<file path="config.mk">
export PLATFORM = sky130hd
export DESIGN_NAME = segmented_load_register
export DESIGN_NICKNAME = d
export VERILOG_FILES = /design/src/rtl/segmented_load_register.sv
export SDC_FILE = /design/constraint.sdc
export NUM_CORES = 1
export LEC_CHECK = 0
export BUFFER_PORTS_ARGS = -buffer_cell sky130_fd_sc_hd__buf_2
export CAP_MARGIN = 25
export CORE_UTILIZATION = 44
export CTS_BUF_LIST = sky130_fd_sc_hd__clkbuf_4 sky130_fd_sc_hd__clkbuf_8 sky130_fd_sc_hd__clkbuf_16
export DETAILED_ROUTE_END_ITERATION = 10
export GPL_TIMING_DRIVEN = 1
export PLACE_DENSITY = 0.75
export SLEW_MARGIN = 5
export SYNTH_ARGS = -nofsm -noshare
export SYNTH_HDL_FRONTEND = slang
export SYNTH_SLANG_ARGS = --single-unit
</file>
<file path="constraint.sdc">
create_clock -name clock -period 1.7 [get_ports clock]
set_input_delay 0.17 -clock clock [delete_from_list [all_inputs] [get_ports clock]]
set_output_delay 0.17 -clock clock [all_outputs]
set_load 0.01 [all_outputs]
</file>
<file path="src/rtl/segmented_load_register.sv">
// Wide register assembled from a narrow segment bus: whole-word, indexed and
// MSB-first sequenced segment loads, plus a full-width increment with carry pulse.
module segmented_load_register #(
  parameter int unsigned SEG_W   = 8,
  parameter int unsigned NUM_SEG = 2,
  parameter int unsigned PTR_W   = $clog2(NUM_SEG)
) (
  input  logic                     clock,
  input  logic                     reset,
  input  logic                     full_load,
  input  logic [SEG_W*NUM_SEG-1:0] fullvaluein,
  input  logic                     seg_load,
  input  logic [PTR_W-1:0]         seg_sel,
  input  logic                     seq_load,
  input  logic                     seq_restart,
  input  logic                     increment,
  input  logic [SEG_W-1:0]         segvaluein,
  output logic [SEG_W*NUM_SEG-1:0] valueout,
  output logic [PTR_W-1:0]         seq_ptr,
  output logic                     seq_done,
  output logic                     carry_out
);

  localparam int unsigned W = SEG_W * NUM_SEG;
  localparam logic [PTR_W-1:0] TOP_SEG = PTR_W'(NUM_SEG - 1);

  logic [W-1:0]     r_value;
  logic [PTR_W-1:0] r_ptr;
  logic             r_done;
  logic             r_carry;

  logic [W-1:0]     w_value_nxt;
  logic [PTR_W-1:0] w_ptr_nxt;
  logic             w_done_nxt;
  logic             w_carry_nxt;
  logic [PTR_W-1:0] w_seq_idx;

  // A restart issued together with a winning seq_load redirects the write to the top segment.
  always_comb begin
    w_value_nxt = r_value;
    w_ptr_nxt   = r_ptr;
    w_done_nxt  = r_done;
    w_carry_nxt = 1'b0;
    w_seq_idx   = seq_restart ? TOP_SEG : r_ptr;

    if (full_load) begin
      w_value_nxt = fullvaluein;
    end else if (seg_load) begin
      // Out-of-range selects match no segment and silently write nothing.
      for (int unsigned s = 0; s < NUM_SEG; s++) begin
        if (PTR_W'(s) == seg_sel) begin
          w_value_nxt[s*SEG_W +: SEG_W] = segvaluein;
        end
      end
    end else if (seq_load) begin
      for (int unsigned s = 0; s < NUM_SEG; s++) begin
        if (PTR_W'(s) == w_seq_idx) begin
          w_value_nxt[s*SEG_W +: SEG_W] = segvaluein;
        end
      end
      if (w_seq_idx == '0) begin
        w_ptr_nxt  = TOP_SEG;
        w_done_nxt = 1'b1;
      end else begin
        w_ptr_nxt  = w_seq_idx - PTR_W'(1);
        w_done_nxt = 1'b0;
      end
    end else if (increment) begin
      {w_carry_nxt, w_value_nxt} = {1'b0, r_value} + (W+1)'(1);
    end

    if (seq_restart && !(seq_load && !full_load && !seg_load)) begin
      w_ptr_nxt  = TOP_SEG;
      w_done_nxt = 1'b0;
    end
  end

  always_ff @(posedge clock or negedge reset) begin
    if (!reset) begin
      r_value <= '0;
      r_ptr   <= TOP_SEG;
      r_done  <= 1'b0;
      r_carry <= 1'b0;
    end else begin
      r_value <= w_value_nxt;
      r_ptr   <= w_ptr_nxt;
      r_done  <= w_done_nxt;
      r_carry <= w_carry_nxt;
    end
  end

  assign valueout  = r_value;
  assign seq_ptr   = r_ptr;
  assign seq_done  = r_done;
  assign carry_out = r_carry;

endmodule

</file>
# Word-level counts from Yosys, hierarchy flattened
# Index checks and enable logic that the tools add are counted.
op_classes:
  eq_ne: 6
  addsub: 2
  reduce_logical: 11
  mux: 23
op_table:
  columns: ["op", "n"]
  rows:
  - ["$mux 16", 4]
  - ["$mux 8", 4]
  - ["$add 16x1->17 const B", 1]
  - ["$mux 1", 15]
  - ["$reduce_and 3->1", 3]
  - ["$ne 2x1->1 const B", 2]
  - ["$ne 4x3->1 const B", 1]
  - ["$ne 4x4->1 const B", 1]
  - ["$reduce_bool 4->1", 1]
  - ["$logic_and 1x1->1", 3]
  - ["$logic_not 1->1", 3]
  - ["$ne 3x2->1 const B", 1]
  - ["$ne 3x3->1 const B", 1]
  - ["$reduce_bool 2->1", 1]
  - ["$sub 1x1->1 const B", 1]
word_totals:
  wordCells: 47
  in_bits: 32
  output_inout_bits: 19
  ff_bits: 19

# Longest topological paths before layout
depth:
  word_depth: 7
  ltp_mapped: 8
  mapped_depth_nobuf: 6

# Worst setup path after synthesis
# Ideal clock, no wire load.
synth_path:
  path_type: "register to register"
  startpoint: "register r_value[0] (netlist: valueout[0])"
  endpoint: "register r_value[14] (netlist: valueout[14])"
  setup_time_ns: 0.073
  arrival_time_ns: 1.648
  required_time_ns: 1.627
  path_stages_with_launch: 8
  path_buffers: 1
  period_less_slack_ns: 1.721
  path_slack_ns: -0.021
  path_cell_list: "dfrtp_1 -> ha_1 -> nand4_1 -> or2_1 -> buf_6 -> o41ai_2 -> a22oi_1 -> a21oi_2"
synth_between:
  elab_chain_len: 5
synth_lines:
  columns: ["item", "line", "text"]
  rows:
  - ["start, declared", "27", "logic [W-1:0] r_value;"]
  - ["start signal, assigned", "85", "r_value <= w_value_nxt;"]
  - ["$add 16x1->17", "69", "{w_carry_nxt, w_value_nxt} = {1'b0, r_value} + (W+1)'(1);"]
  - ["$mux 16", "68", "end else if (increment) begin"]
  - ["$mux 16", "55", "end else if (seq_load) begin"]
  - ["$mux 16", "48", "end else if (seg_load) begin"]
  - ["$mux 16", "46", "if (full_load) begin"]
# Every way passes these cells. The select of a mux whose other input is x is not followed.
# A chain may end at the register's enable or synchronous reset.

# Worst setup path in the final report
layout_path:
  startpoint: "register r_ptr (netlist: seq_ptr)"
  endpoint: "register r_value[6] (netlist: valueout[6])"
layout_between:
  elab_chain_len: 3
layout_lines:
  columns: ["item", "line", "text"]
  rows:
  - ["start, declared", "28", "logic [PTR_W-1:0] r_ptr;"]
  - ["start signal, assigned", "86", "r_ptr <= w_ptr_nxt;"]
  - ["$mux 1", "44", "w_seq_idx = seq_restart ? TOP_SEG : r_ptr;"]
  - ["$ne 4x4->1 (no line)", null, null]
  - ["$reduce_and 3->1 (no line)", null, null]
# Every way passes these cells.

==> flow_summary.yaml <==
status:
  status: "finished, final reports clean"
power_and_ir_drop:
  intPower_w: 0.000835
  comb_power_share: 0.354
  p_sw_w: 0.000457
  seqPwrFrac: 0.444
  p_per_area_mw_per_mm2: 695
  p_leak_nw: 0.835
  p_total_w: 0.00129
  pwr-share-clk: 0.202
  swShare: 0.354
  ir_worst_vdd_uv: 436
drt:
  antenna_left: 0
  drt_pass1_iterations: 4
  drcViolationCount: 0
  post_drt_wl_per_cell_um: 13.9
  wl_um: 3940
  vias: 1608
  post_drt_via_cell_ratio: 5.66
  drt_iter0_markers: 112
global_route:
  gr-total-overflow: 0
  track_usage: 0.242
  grt_max_degree: 20
  grt_pass1_wl_um: 6350
  grt_pass1_vias: 1390
  antenna_found_initial: 0
synthesis:
  ys_async_sr_fraction: 1.00
  synth_cell_types: 47
  yosysWarnings: 0
  synth_nets: 207
  netlist_top_cells_count: "25 x nand2_1, 20 x a21oi_1, 18 x dfrtp_1"
  synth.most_common_cell: "nand2_1"
  syn_avg_cell_area_sq_um: 8.07
  synth-seq-cells: 19
  yosysSeqAreaShare: 0.340
  synth_area_leaders: "dfrtp_1 32%, a21oi_1 7.1%, nand2_1 6.7%"
  synth_top_area_share: 0.321
  synth_area_sq_mm: 0.00140
  synth_area_leader_cell: "dfrtp_1"
  synthCells: 174
  synth_edf_count: 0
  synthFlopType: "dfrtp_1"
sta:
  fin_crit_ns: 1.63
  relSlewSlack: 0.701
  drv_slew: 0
  finalClockSkew_ns: 0.00164
  setup_violations: 0
  final-hold-violation-count: 0
  setup-tns-final_ns: 0
  max_freq_mhz: 612
  final.setup.worst_slack_ns: 0.0659
  min_period_over_period: 0.961
  worst_pin_slew_ns: 0.449
cts:
  cts_root_buffer: "clkbuf_4"
  clkTransAtPathRegs_ns: 0.12
  cts_buffers: 3
  numClockSinks: 19
  htreeDepth: 1
  clk_latency_ns: 0.30
  cts_tree: "done"
  clockBufferDepth: 2
layout:
  seqCellArea_sq_um: 479
  fin_nets: 274
  layout.filler_cells: 290
  area_delta_synth_final_pct: 32.5
  final_core_util: 0.614
  final_cell_area_sq_mm: 0.00186
  multi_input_area_sq_um: 848
  drive_above_1_share: 0.383
  antenna_cells: 0
die:
  core_area_sq_mm: 0.00303
  start_util: 0.464
  die_w_um: 58.5
  fp-row-count: 20
  die_y_um: 58.5
  fp.dieArea_sq_mm: 0.00342
  ios: 51
critical_path:
  required_ns: 1.91
  arrival_ns: 1.84
  cp_max_fo: 12
  setup.worst_path.class: "register to register"
  cp-end-kind: "register"
  startpoint_type: "register"
placed_design:
  place.gp.congestion: 0.850
  hpwl_um: 3040
  numPortBuffers: 50
  pre_cts_ws_ns: 0.0797
  dpl_cell_area_sq_mm: 0.00179
job:
  cap_viol_max_count: 0
worst_hold_path:
  hold_path.class: "input port to register"
-- logic make-up (layout without fill, tap and decap cells) --
group           count (synthesis)  count (layout)  synth area share
flops                          19              19             0.340
xor+xnor                        1               1           0.00624
mux                             2               2            0.0143
buf+inv                        16              82            0.0633
compound gates                 69              69             0.341
fa+ha+maj                       1               1           0.00891
simple gates                   66              66             0.226
-- cell type report --
type | instances | share of cell area
multi-input combinational | 139 | 0.456
clock buffer | 4 | 0.0161
timing repair buffer | 73 | 0.231
inverter | 5 | 0.0101
tap | 44 | 0.0296
sequential | 19 | 0.258
-- sequential cells by signal (all words and copies together), names as in the netlist --
name,flops
carry_out,1
seq_ptr,1
valueout,16
seq_done,1
-- stage by stage --
stage | hold WS (ns) | std cells
after floorplan | -0.126 | 174
after global placement | 0.138 | 277
after detailed placement | 0.141 | 277
after CTS | 0.0391 | 282
after global routing | 0.0489 | 284
final | 0.0401 | 284
-- final timing paths --
| kind | from | end | slack (ns) | cells past startpoint |
|---|---|---|---|---|
| max reg2reg | seq_ptr | valueout[6] | 0.07 | 6 |
| min in group asynchronous | reset | carry_out | 0.32 | 2 |
| max | seq_ptr | valueout[6] | 0.07 | 6 |
| min | seq_restart | seq_done | 0.04 | 2 |
| min reg2reg | seq_done | seq_done | 0.54 | 2 |
| max in group asynchronous | reset | seq_ptr | 1.04 | 2 |
-- critical path, stage by stage (launching register included) --
cell and delay, ns:
dfstp_2 0.58, nor3b_1 0.08, o31a_2 0.38, nor2_2 0.11
buf_6 0.15, a21oi_1 0.05, o22a_1 0.20
-- power by group through the flow --
stage	sequential [W]	clock (W)	combinational, W
2_1_floorplan	0.000611	0	0.000207
3_3_place_gp	0.000579	0	0.000440
3_5_place_dp	0.000582	0	0.000445
4_1_cts	0.000573	0.000263	0.000449
5_1_grt	0.000585	0.000279	0.000502
6_report	0.000574	0.000261	0.000457
-- cell usage in the layout, fill, tap and decap left out, types with 2 or more instances in the layout --
cell and instances:
a21oi_1 20, a21oi_2 3, a32o_1 3, and3_2 2, buf_2 50, buf_4 21, clkbuf_4 4, dfrtp_1 16
dfrtp_2 2, inv_1 5, mux2i_1 2, nand2_1 25, nand2b_1 4, nand3_1 5, nand4_1 3, nor2_1 14
nor3_1 2, nor3b_1 2, o211ai_1 5, o21ai_0 13, o22a_1 2, o22ai_1 2, o31a_1 2, o31ai_1 2
o41ai_1 4
-- timing repair --
action / in CTS / in global routing
endpoints found under the hold margin: 18 / 0
buffers inserted: 0 / 2
resized for setup: 0 / 4
setup endpoints to repair: 0 / 8
hold buffers: 1 / 0
-- layer usage --
layer  wire length [um]  vias up  global-route usage
met2               1800       59               0.389
met5                  0        -                   0
li1                   -      788                   -
met4                 48        0              0.0850
met3                212        5              0.0308
met1               1890      756               0.336
(Power assumes the default switching activity.)
